<file path="config.mk">
export PLATFORM = sky130hd
export DESIGN_NAME = cf_share_compress
export DESIGN_NICKNAME = d
export VERILOG_FILES = /design/src/rtl/cf_share_pkg.sv /design/src/rtl/share_xor3.sv /design/src/rtl/cf_share_compress.sv
export SDC_FILE = /design/constraint.sdc
export NUM_CORES = 1
export LEC_CHECK = 0
export CAP_MARGIN = 20
export CORE_ASPECT_RATIO = 1.5
export CORE_MARGIN = 5
export CORE_UTILIZATION = 40
export DETAILED_ROUTE_END_ITERATION = 8
export GPL_TIMING_DRIVEN = 0
export MAX_ROUTING_LAYER = met4
export PLACE_DENSITY = 0.66
export SLEW_MARGIN = 20
export SYNTH_ARGS = -nofsm -noshare
export SYNTH_HDL_FRONTEND = slang
export SYNTH_SLANG_ARGS = --single-unit
</file>
<file path="constraint.sdc">
create_clock -name clk -period 1.2 [get_ports clk]
set_input_delay 0.18 -clock clk [delete_from_list [all_inputs] [get_ports clk]]
set_output_delay 0.18 -clock clk [all_outputs]
set_load 0.01 [all_outputs]
</file>
<file path="src/rtl/cf_share_pkg.sv">
// Shared constants and share-index helpers for the component-function
// compression layer of the masked SKINNY S-box.
package cf_share_pkg;

  localparam int NUM_OUT    = 2;
  localparam int SHARES_OUT = 3;
  localparam int SHARES_IN  = SHARES_OUT * SHARES_OUT;

  localparam int IN_W  = NUM_OUT * SHARES_IN;
  localparam int OUT_W = NUM_OUT * SHARES_OUT;

  // Bit position of expanded share k of output bit j on the input bus.
  function automatic int in_idx(input int j, input int k);
    return j * SHARES_IN + k;
  endfunction

  // Bit position of compressed share g of output bit j on the output bus.
  function automatic int out_idx(input int j, input int g);
    return j * SHARES_OUT + g;
  endfunction

endpackage

</file>
<file path="src/rtl/share_xor3.sv">
// Single compression cell: XOR of three expanded shares. Kept as its own
// module so every compressed share remains a distinct, probeable cell.
module share_xor3 (
  input  logic a,
  input  logic b,
  input  logic c,
  output logic y
);

  assign y = a ^ b ^ c;

endmodule

</file>
<file path="src/rtl/cf_share_compress.sv">
// Receiving end of the component-function layer: registers the expanded
// shares behind a glitch barrier, then compresses each output bit from
// SHARES_IN back down to SHARES_OUT shares into a second register.
module cf_share_compress
  import cf_share_pkg::*;
(
  input  logic               clk,
  input  logic               rst_n,
  input  logic               in_valid,
  output logic               in_ready,
  input  logic [IN_W-1:0]    in_q,
  output logic               out_valid,
  input  logic               out_ready,
  output logic [OUT_W-1:0]   out_s
);

  logic              s1_valid;
  logic [IN_W-1:0]   s1_data;
  logic [OUT_W-1:0]  xor_s;
  logic              s2_free;
  logic              s1_adv;
  logic              accept;

  // Handshake decode; in_ready depends only on registered valids and out_ready.
  always_comb begin
    s2_free  = !out_valid || out_ready;
    s1_adv   = s1_valid && s2_free;
    in_ready = !s1_valid || s2_free;
    accept   = in_valid && in_ready;
  end

  // Compression cells read only the registered stage-1 shares, so the
  // fresh-mask terms never meet before the glitch barrier.
  for (genvar j = 0; j < NUM_OUT; j++) begin : g_bit
    for (genvar g = 0; g < SHARES_OUT; g++) begin : g_share
      share_xor3 u_xor (
        .a (s1_data[in_idx(j, 3 * g)]),
        .b (s1_data[in_idx(j, 3 * g + 1)]),
        .c (s1_data[in_idx(j, 3 * g + 2)]),
        .y (xor_s[out_idx(j, g)])
      );
    end
  end

  // Stage 1 glitch barrier: capture in_q verbatim only on an accepted beat.
  always_ff @(posedge clk) begin
    if (!rst_n) begin
      s1_valid <= 1'b0;
      s1_data  <= '0;
    end else begin
      if (accept) begin
        s1_data <= in_q;
      end
      if (accept) begin
        s1_valid <= 1'b1;
      end else if (s1_adv) begin
        s1_valid <= 1'b0;
      end
    end
  end

  // Stage 2: load compressed shares when stage 1 advances, hold otherwise.
  always_ff @(posedge clk) begin
    if (!rst_n) begin
      out_valid <= 1'b0;
      out_s     <= '0;
    end else begin
      if (s1_adv) begin
        out_s     <= xor_s;
        out_valid <= 1'b1;
      end else if (out_ready) begin
        out_valid <= 1'b0;
      end
    end
  end

endmodule

</file>
After elaboration in Yosys (flattened, before gate mapping)

Cells that the tools add are included.

Add/subtract/negate cells: 0
Multiply operators: 0
Div/mod/pow operators: 0
Magnitude comparators: 0
Eq/ne operators: 0
Shifts and indexed selects: 0
Muxes and demuxes: 4
Bitwise gates (word level): 12
Reductions and logical operators: 8

Operators with widths:

| operator           | number |
|---|---|
| XOR 1 bit          | 12 |
| 2-to-1 mux 1 bit   | 4 |
| nonzero test 2 bit | 2 |
| logical AND 1 bit  | 2 |
| zero test 1 bit    | 2 |
| logical OR 1 bit   | 2 |

Flip-flop bits (word level): 26
Latch bits: 0
RAM bits: 0
ROM bits: 0
Input port bits: 22
Output and inout bits: 8
Word-level logic and storage cells: 28
Memories kept: 0

Logic depth before layout (Yosys ltp)

Gate-level depths: netlist of run 1.

Depth in word-level cells: 5
Mapped depth: 6

Hierarchy

A second synthesis of run 1 with hierarchy kept.

Cells, all modules: 121
Area, all modules: 1208.7 sq um

Modules (own cells, without submodules):

| module            | times used | cells an instance | area each (sq um) | sequential area each (sq um) |
|---|---|---|---|---|
| cf_share_compress | 1          | 115               | 1066.0            | 520.5 |
| share_xor3        | 6          | 1                 | 23.8              | 0.0 |

Worst setup path before layout of run 1

OpenSTA, ideal clock, no wires.

Path kind: reg-to-reg
From: register out_valid
To: register s1_data[10]
Library setup time: 0.118 ns
Arrival time: 0.959 ns
Setup slack: 0.123 ns
Stages on the path, launching flop included: 7
Period minus slack after synthesis: 1.077 ns
Path through: dfxtp_1 > and3b_1 > buf_6 > inv_6 > buf_12 > nand3_2 > a21boi_1

Longest elaborated chain between the ends: 4

Ends and longest elaborated chain:

| element                | RTL line                | RTL |
|---|---|---|
| start, declared        | cf_share_compress.sv:12 | `output logic out_valid,` |
| start signal, assigned | cf_share_compress.sv:65 | `out_valid <= 1'b0;` |
| start signal, assigned | cf_share_compress.sv:70 | `out_valid <= 1'b1;` |
| start signal, assigned | cf_share_compress.sv:72 | `out_valid <= 1'b0;` |
| zero test 1 bit        | cf_share_compress.sv:26 | `s2_free = !out_valid \|\| out_ready;` |
| logical OR 1 bit       | cf_share_compress.sv:26 |  |
| logical OR 1 bit       | cf_share_compress.sv:28 | `in_ready = !s1_valid \|\| s2_free;` |
| net in_ready           | cf_share_compress.sv:10 | `output logic in_ready,` |
| logical AND 1 bit      | cf_share_compress.sv:29 | `accept = in_valid && in_ready;` |
| end signal, assigned   | cf_share_compress.sv:52 | `s1_data <= in_q;` |
| end, declared          | cf_share_compress.sv:18 | `logic [IN_W-1:0] s1_data;` |

The timed path passes the listed nets, and every way through them passes these cells.
A chain may end at the register's enable or synchronous reset.

Worst setup path in the final report of run 1

From: register out_valid
To: output in_ready

Longest elaborated chain between the ends: 3

Ends and longest elaborated chain:

| element          | RTL line |
|---|---|
| zero test 1 bit  | cf_share_compress.sv:26 |
| logical OR 1 bit | cf_share_compress.sv:26 |
| logical OR 1 bit | cf_share_compress.sv:28 |
| end, declared    | cf_share_compress.sv:10 |

Every way passes these cells.

==> results.json, run 1 <==
{
  "synthDistinctLibCells": 20,
  "antenna_cells": 0,
  "rr_worst_depth": 7,
  "finalWorstSetupSlack_ns": -0.135,
  "fin_nets": 175,
  "fmax_ghz": 0.749,
  "end_kind": "primary output",
  "status": "finished, violations left",
  "die_x_um": 55.4,
  "async_reset_ff_frac": 0,
  "crit_path_cell_trace": "and3b_1 -> buf_6 -> inv_6 -> buf_12 -> buf_6",
  "yosysSeqAreaShare": 0.421,
  "peakVddDrop_mv": 0.754,
  "drt_iter0_markers": 12,
  "vias_per_cell": 5.06,
  "num_rows": 24,
  "fin_total_pwr_mw": 1.95,
  "cts_tree": "built",
  "synth_common_cells": "dfxtp_1 (26), a21boi_1 (20), nand3_2 (18)",
  "hold_class": "in2reg",
  "cp.arrival_ns": 1.16,
  "die_h_um": 78.1,
  "max_cap_viol_count": 0,
  "worstSetupPathType": "reg2out",
  "initial_core_util": 0.420,
  "core_mm2": 0.00294,
  "cp_common_cell": "buf_6",
  "critical_path.max_fanout": 3,
  "syn-num-nets": 138,
  "tightest_slew_ns": 0.476,
  "yosysTopAreaCellShare": 0.421,
  "area_growth_pct": 35.5,
  "synth_area_leader_cell": "dfxtp_1",
  "critPathBufInv": 4,
  "synth_most_common_cell": "dfxtp_1",
  "cp_slowest_cell": "dfxtp_2",
  "wl_per_cell_um": 13.6,
  "whs_path_depth": 3,
  "max-slew-margin-rel": 0.682,
  "route.vias.total": 967,
  "dp_hpwl_um": 1950,
  "rsz0062_at_grt": "true",
  "wirelength_um": 2600,
  "hold_viol_final": 0,
  "synth_edf_count": 0,
  "dr.pass1.iters": 3,
  "ys_seq_elements": 26,
  "final-setup-viol-count": 11,
  "synth_area_leaders": "dfxtp_1 (42%), nand3_2 (15%), a21boi_1 (12%), o2bb2ai_1 (4.3%), xnor2_1 (4.3%)",
  "portBuffers": 28,
  "cts.reportedPaths.clkPinSlew_ns": 0.09,
  "worstPathRequired_ns": 1.02,
  "io_pins": 30,
  "crit_family": "buffers and inverters",
  "r2r_slack_ns": -0.06,
  "track_usage": 0.129,
  "htree_levels": 1,
  "n_fill_cell": 306,
  "violations": "negative setup slack",
  "period_minus_slack_ns": 1.34,
  "path_depth": 5,
  "drcViolationCount": 0,
  "grt_pass1_wl_um": 4490,
  "cellPowerDensity_mw_per_mm2": 1160,
  "antenna_found_initial": 0,
  "finalCritPeriodShare": 1.11,
  "cts_root_buf": "clkbuf_8",
  "yosysWarnings": 0,
  "cts_sinks": 26,
  "slew_violations": 0,
  "ant_nets": 0,
  "worst_setup_path_start_kind": "register",
  "fin_tns_setup_ns": -0.520,
  "gp_congestion": 0.724,
  "netlist_instances": 116,
  "grt_pass1_vias": 1046,
  "avgSynthCellArea_um2": 10.7,
  "clk_path_buf_depth": 2,
  "grt_max_degree": 16,
  "clk_latency_ns": 0.27,
  "syn_area_mm2": 0.00124,
  "skew_ns": 0.00675,
  "post-route-util": 0.569,
  "leakage_nw": 0.681,
  "cts-buffers-inserted": 3,
  "grt_overflow": 0,
  "drive_gt1_frac": 0.270,
  "cp_slowest_stage_delay_ns": 0.34,
  "ys.flop_type": "dfxtp_1",
  "die_area_mm2": 0.00433
}
-- sequential cells by signal, summed over array words and instances, names as in the netlist --
register,cells
out_s,6
out_valid,1
s1_data,18
s1_valid,1
-- stage by stage --
stage / setup WS [ns] / hold WS, ns / std cells / cell area [um^2]
finish: -0.135 / 0.198 / 191 / 1680
global placement: -0.687 / 0.448 / 183 / 1570
detailed placement: -0.691 / 0.445 / 183 / 1570
floorplan: 0.123 / 0.310 / 116 / 1240
CTS: -0.153 / 0.194 / 190 / 1650
global route: -0.172 / 0.197 / 191 / 1680
-- kinds of logic (layout without fill, tap and decap cells) --
logic type / Yosys count / in the layout / share of synthesized area
xor gates and xnor gates: 12 / 12 / 0.0850
DFF: 26 / 26 / 0.421
and+or+nand+nor: 21 / 21 / 0.162
AOI/OAI and AO/OA: 45 / 45 / 0.243
buffers and inverters: 12 / 48 / 0.0891
-- final timing paths --
check,startpoint,endpoint
setup / recovery,out_valid,in_ready
hold / removal,in_valid,s1_data[2]
setup reg to reg,s1_valid,s1_data[11]
hold reg to reg,out_s[4],out_s[4]
-- area by class of cell --
type	count	area, um^2	area share
inverters	3	16.3	0.00971
clock buffers	3	41.3	0.0246
plain buffers	9	97.6	0.0583
clock inverters	1	30.0	0.0179
flip-flops and latches	26	523	0.312
multi-input cells	78	617	0.368
repair buffers	32	302	0.180
well taps	39	48.8	0.0291
-- routing by layer --
layer | vias up | GRT usage | part of all wire
met3 | 4 | 0.0246 | 0.026
met4 | 0 | 0.0365 | 0.011
met1 | 460 | 0.134 | 0.40
li1 | 483 | - | -
met5 | - | - | 0
met2 | 20 | 0.244 | 0.56
-- tightest hold or removal path: cells and delay by family --
kind                   cells  cell delay [ns]
buffers and inverters      1             0.13
AND/OR/NAND/NOR            1             0.07
AO/OA/AOI/OAI              1             0.05
-- power by group --
part	internal, mW	switching, mW
clock network	0.446	0.269
logic	0.167	0.124
registers	0.913	0.0293
total	1.53	0.422
-- cells in the final DEF, fill, tap and decap left out --
cell,n
inv_1,1
nand3_1,1
buf_6,3
xnor2_1,6
clkbuf_2,1
dfxtp_1,24
nand3_2,18
a21boi_2,1
dlygate4sd2_1,8
clkbuf_8,3
inv_2,1
clkbuf_1,2
clkdlybuf4s50_1,19
inv_6,1
a21boi_0,1
o2bb2ai_1,6
and3b_1,1
o21ai_0,6
bufinv_16,1
nand2b_1,1
o21ai_1,10
buf_8,1
dfxtp_2,2
a21boi_1,19
xor2_1,6
buf_12,2
buf_4,5
o21ai_2,2
-- what timing repair did --
| item | in CTS | in global routing |
|---|---|---|
| pin swaps | 1 | 0 |
| endpoints found under the setup margin | 8 | 15 |
| setup buffers | 3 | 1 |
| gates resized for setup | 15 | 6 |
| hold buffers | 0 | 0 |
Note: power is estimated with default switching activity, not from simulation.
==> run 2, diff against run 1 <==
==> constraint.sdc (replaced) <==
create_clock -name clk -period 1.2 [get_ports clk]
set_input_delay 0.12 -clock clk [delete_from_list [all_inputs] [get_ports clk]]
set_output_delay 0.12 -clock clk [all_outputs]
set_load 0.01 [all_outputs]
==> results.json, run 2 (synthesis results as in run 1) <==
{
  "status": "finished, violations left",
  "violations": "negative setup slack",
  "end_kind": "primary output",
  "rsz0062_at_grt": "true",
  "cp_common_cell": "buf_6",
  "grt_pass1_vias": 1052,
  "finalWorstSetupSlack_ns": -0.0828,
  "area_growth_pct": 35.9,
  "portBuffers": 28,
  "critical_path.max_fanout": 4,
  "clk_latency_ns": 0.27,
  "wirelength_um": 2620,
  "crit_path_cell_trace": "and3b_1 -> buf_6 -> inv_6 -> buf_12 -> buf_6",
  "initial_core_util": 0.420,
  "mostFrequentLayoutCells": "dfxtp_1 (24), a21boi_1 (20), clkdlybuf4s50_1 (20), nand3_2 (18), o21ai_1 (9)",
  "ant_nets": 0,
  "power_switching_mw": 0.421,
  "top_register": "s1_data",
  "top_regs": "s1_data x18, out_s x6",
  "hold_class": "in2reg",
  "drt_iter0_markers": 7,
  "post-route-util": 0.571,
  "dp_hpwl_um": 1950,
  "skew_ns": 0.00612,
  "die_h_um": 78.1,
  "cp_slowest_stage_delay_ns": 0.34,
  "die_x_um": 55.4,
  "layout_commonest_cell": "dfxtp_1",
  "cp.arrival_ns": 1.16,
  "drcViolationCount": 0,
  "tightest_slew_ns": 0.471,
  "whs_ns": 0.139,
  "slew_violations": 0,
  "antenna_cells": 0,
  "power_frac_clock": 0.366,
  "peakVddDrop_mv": 0.769,
  "p_comb_frac": 0.150,
  "finalCritPeriodShare": 1.07,
  "dr.pass1.iters": 3,
  "drive_gt1_frac": 0.268,
  "grt_overflow": 0,
  "io_pins": 30,
  "cts_tree": "built",
  "max-slew-margin-rel": 0.685,
  "cts_sinks": 26,
  "gp_congestion": 0.724,
  "worstPathRequired_ns": 1.08,
  "cp_slowest_cell": "dfxtp_2",
  "fin_nets": 176,
  "htree_levels": 1,
  "core_mm2": 0.00294,
  "clk_path_buf_depth": 2,
  "wl_per_cell_um": 13.6,
  "period_minus_slack_ns": 1.28,
  "max_cap_viol_count": 0,
  "fmax_ghz": 0.780,
  "grt_max_degree": 16,
  "cts-buffers-inserted": 3,
  "fin_total_pwr_mw": 1.95,
  "grt_pass1_wl_um": 4510,
  "p_int_mw": 1.53,
  "die_area_mm2": 0.00433,
  "final_area_mm2": 0.00168,
  "placed_cell_area_mm2": 0.00157,
  "route.vias.total": 964,
  "cts_root_buf": "clkbuf_8",
  "antenna_found_initial": 0,
  "track_usage": 0.130,
  "largest_register_ffs": 18,
  "switching_share": 0.216,
  "vias_per_cell": 5.02,
  "hold_viol_final": 0,
  "p_seq_frac": 0.484,
  "n_fill_cell": 304,
  "leakage_nw": 0.684,
  "cts.reportedPaths.clkPinSlew_ns": 0.09,
  "num_rows": 24,
  "ctsHoldBuffers": 0,
  "worst_setup_path_start_kind": "register",
  "worstSetupPathType": "reg2out",
  "cellPowerDensity_mw_per_mm2": 1160,
  "final-setup-viol-count": 11
}
## run 2: cell count changes in the layout (fill, tap and decap cells not counted)
cell	previous run	this run
buf_4	5	6
o21ai_1	10	9
o21ai_0	6	7
a21boi_1	19	20
clkdlybuf4s50_1	19	20
a21boi_2	1	0
dlygate4sd2_1	8	7
## run 2: per-layer routing
metal | GRT usage | part of all wire | up-vias
li1 | - | - | 485
met1 | 0.137 | 0.40 | 455
met2 | 0.244 | 0.56 | 20
met3 | 0.0246 | 0.026 | 4
met4 | 0.0365 | 0.011 | 0
met5 | - | 0 | -
## run 2: worst max-delay path, delay by kind of cell (launching register included)
| kind | cells | cell delay, ns |
|---|---|---|
| buffers and inverters | 4 | 0.37 |
| DFF | 1 | 0.34 |
| and+or+nand+nor | 1 | 0.17 |
## run 2: through the flow
stage,std cells,worst slack (ns),setup TNS [ns]
floorplan,116,0.123,0
global placement,183,-0.567,-4.55
detailed placement,183,-0.571,-4.95
CTS,192,-0.0913,-0.457
global route,192,-0.120,-1.14
finish,192,-0.0828,-0.412
## run 2: path summary, 6_finish.rpt
kind / startpoint / slack, ns / to / depth (start not counted)
worst max register to register: s1_valid / -0.05 / s1_data[17] / 6
worst min register to register: out_s[4] / 0.46 / out_s[4] / 1
worst max-delay path: out_valid / -0.08 / in_ready / 5
worst min-delay path: in_valid / 0.14 / s1_data[5] / 3
## run 2: cell type report
class                           instances  area (um^2)  share of cell area
Clock buffer                            3         41.3              0.0246
Inverter                                3         16.3             0.00968
Sequential cell                        26          523               0.311
Tap cell                               39         48.8              0.0290
Buffer                                  9         97.6              0.0581
Multi-Input combinational cell         78          613               0.365
Timing Repair Buffer                   33          310               0.185
Clock inverter                          1         30.0              0.0179
## run 2: power by group through the flow
stage,clock network [mW],logic [mW],registers [mW]
global route,0.758,0.321,0.948
CTS,0.731,0.295,0.942
finish,0.714,0.292,0.943
global placement,0,0.291,0.961
detailed placement,0,0.297,0.963
floorplan,0,0.159,0.964
## run 2: timing repair
action                     in CTS  in global routing
pin swaps                       1                  0
cloned                          0                  0
setup endpoints to repair       8                 19
buffers inserted                5                  0
gates resized for setup        14                  4
==> RTL edit: new RTL, config.mk and constraints of run 2 <==
Change the package constant `NUM_OUT` from 2 to 1.
--- a/src/rtl/cf_share_pkg.sv
+++ b/src/rtl/cf_share_pkg.sv
@@ -2,7 +2,7 @@
 // compression layer of the masked SKINNY S-box.
 package cf_share_pkg;
 
-  localparam int NUM_OUT    = 2;
+  localparam int NUM_OUT    = 1;
   localparam int SHARES_OUT = 3;
   localparam int SHARES_IN  = SHARES_OUT * SHARES_OUT;
 
Interface: changed (resized in_q and out_s); port bits go from 30 to 18. The function was not compared with the original's and may differ.
==> RTL edit against run 2 <==
- the flow still finishes with violations (setup timing)
- die area decreased by 37%
- design area fell by 44%
- sequential share of layout area down 1.2 points
- critical path depth fell by 1
- synthesized area decreased by 43%
- global-route usage decreased by 0.47 points
- sequential cell count down 12
- sequential power decreased by 46%
- utilization down 0.42 points
- wire length is 47% lower
- worst setup slack better by 79 ps
- via count fell by 44%
- total power is 48% lower
- critical endpoint unchanged
==> RTL edit: results <==
metrics = {
    "routing": {
        "drt_iter0_markers": 2,
        "dr.pass1.iters": 2,
        "route.met3.wl_um": 65,
        "wl_met1_um": 520,
        "wl_um": 1390,
        "wl_met2_um": 760,
    },
    "final_layout": {
        "final-clk-cell-share_pct": 3.84,
        "num-fill-cells": 168,
        "reg_top3": "s1_data x9, out_s x3",
        "nets": 102,
        "finalNonFillerCells": 108,
        "seqAreaFraction_pct": 29.9,
        "num-multi-input-gates": 45,
        "clkbuf_count": 4,
        "non_clock_buffer_area_share_pct": 22.1,
        "buffers": 22,
        "multiInputGateArea_um2": 368,
        "drive_above_1_share_pct": 38.6,
    },
    "grt": {
        "grt_max_degree": 12,
        "gr-usage-met2_pct": 21.9,
        "met3_usage_pct": 2.92,
        "grt_util_met1_pct": 11.4,
        "grt_use_total_pct": 12.6,
        "grt_pass1_vias": 582,
        "grt_first_pass_wirelength_um": 2350,
    },
    "pwr": {
        "power_density_mw_per_mm2": 1070,
        "pg_seq_uw": 509,
        "p_comb_uw": 166,
        "switching_share_pct": 23.2,
        "peakVddDrop_mv": 0.570,
        "leakage_uw": 0.000376,
    },
    "yosys": {
        "syn_inst": 66,
        "synth_area_um2": 703,
        "synth_area_leaders": "dfxtp_1 40%, a21boi_2 14%, nand3_2 11%",
        "synth_seq_area_share_pct": 39.9,
        "synth-compound-area-share_pct": 25.6,
        "netlist_top_cells_count": "14 x dfxtp_1, 9 x a21boi_2, 9 x o21ai_0, 8 x nand3_2",
        "synth_fp_nets": 79,
        "synth_xor_xnor_area_share_pct": 7.47,
    },
    "sta": {
        "finalSetupViolations": 1,
        "worst_slew_pin_slew_ps": 373,
        "skew_ps": 2.10,
        "fin_tns_setup_ps": -3.70,
        "finalWorstSetupSlack_ps": -3.70,
    },
    "outcome": {
        "status": "finished, violations left",
        "violations": "setup timing",
    },
    "clocking": {
        "clockRootBuffer": "clkbuf_4",
        "clock_sinks": 14,
    },
    "worst_setup_path": {
        "r2r-start": "out_valid$_SDFFE_PN0P_",
        "arrival_ps": 1080,
        "crit_start": "s1_valid$_SDFFE_PN0P_",
    },
    "place": {
        "dp_hpwl_um": 1020,
        "place_congestion": 0.706,
        "place_ws_ps": -568,
        "placed_area_um2": 888,
    },
}
-- RTL edit: cell count changes after synthesis, sizes merged, moves of 6 or more --
cell,delta
a21boi,-10
dfxtp,-12
nand3,-9
o21ai,-9
o2bb2ai,-6
-- RTL edit: repair_timing --
item	CTS	global route
endpoints found under the hold margin	0	0
gates resized for setup	11	13
endpoints found under the setup margin	5	9
pin swaps	1	0
buffers inserted	1	2
-- RTL edit: worst max-delay path: stages, from the launching register on --
cell and delay (ps):
dfxtp_2 350, and3b_1 180, buf_6 130, clkinv_8 50, buf_6 110
-- RTL edit: path summary, 6_finish.rpt --
check | endpoint | slack [ps] | cells after the start
worst max-delay path | in_ready | -4 | 4
worst min-delay path | s1_data[5]$_SDFFE_PN0P_ | 120 | 3
worst max register to register | s1_data[1]$_SDFFE_PN0P_ | 60 | 5
worst min register to register | out_s[2]$_SDFFE_PN0P_ | 470 | 2
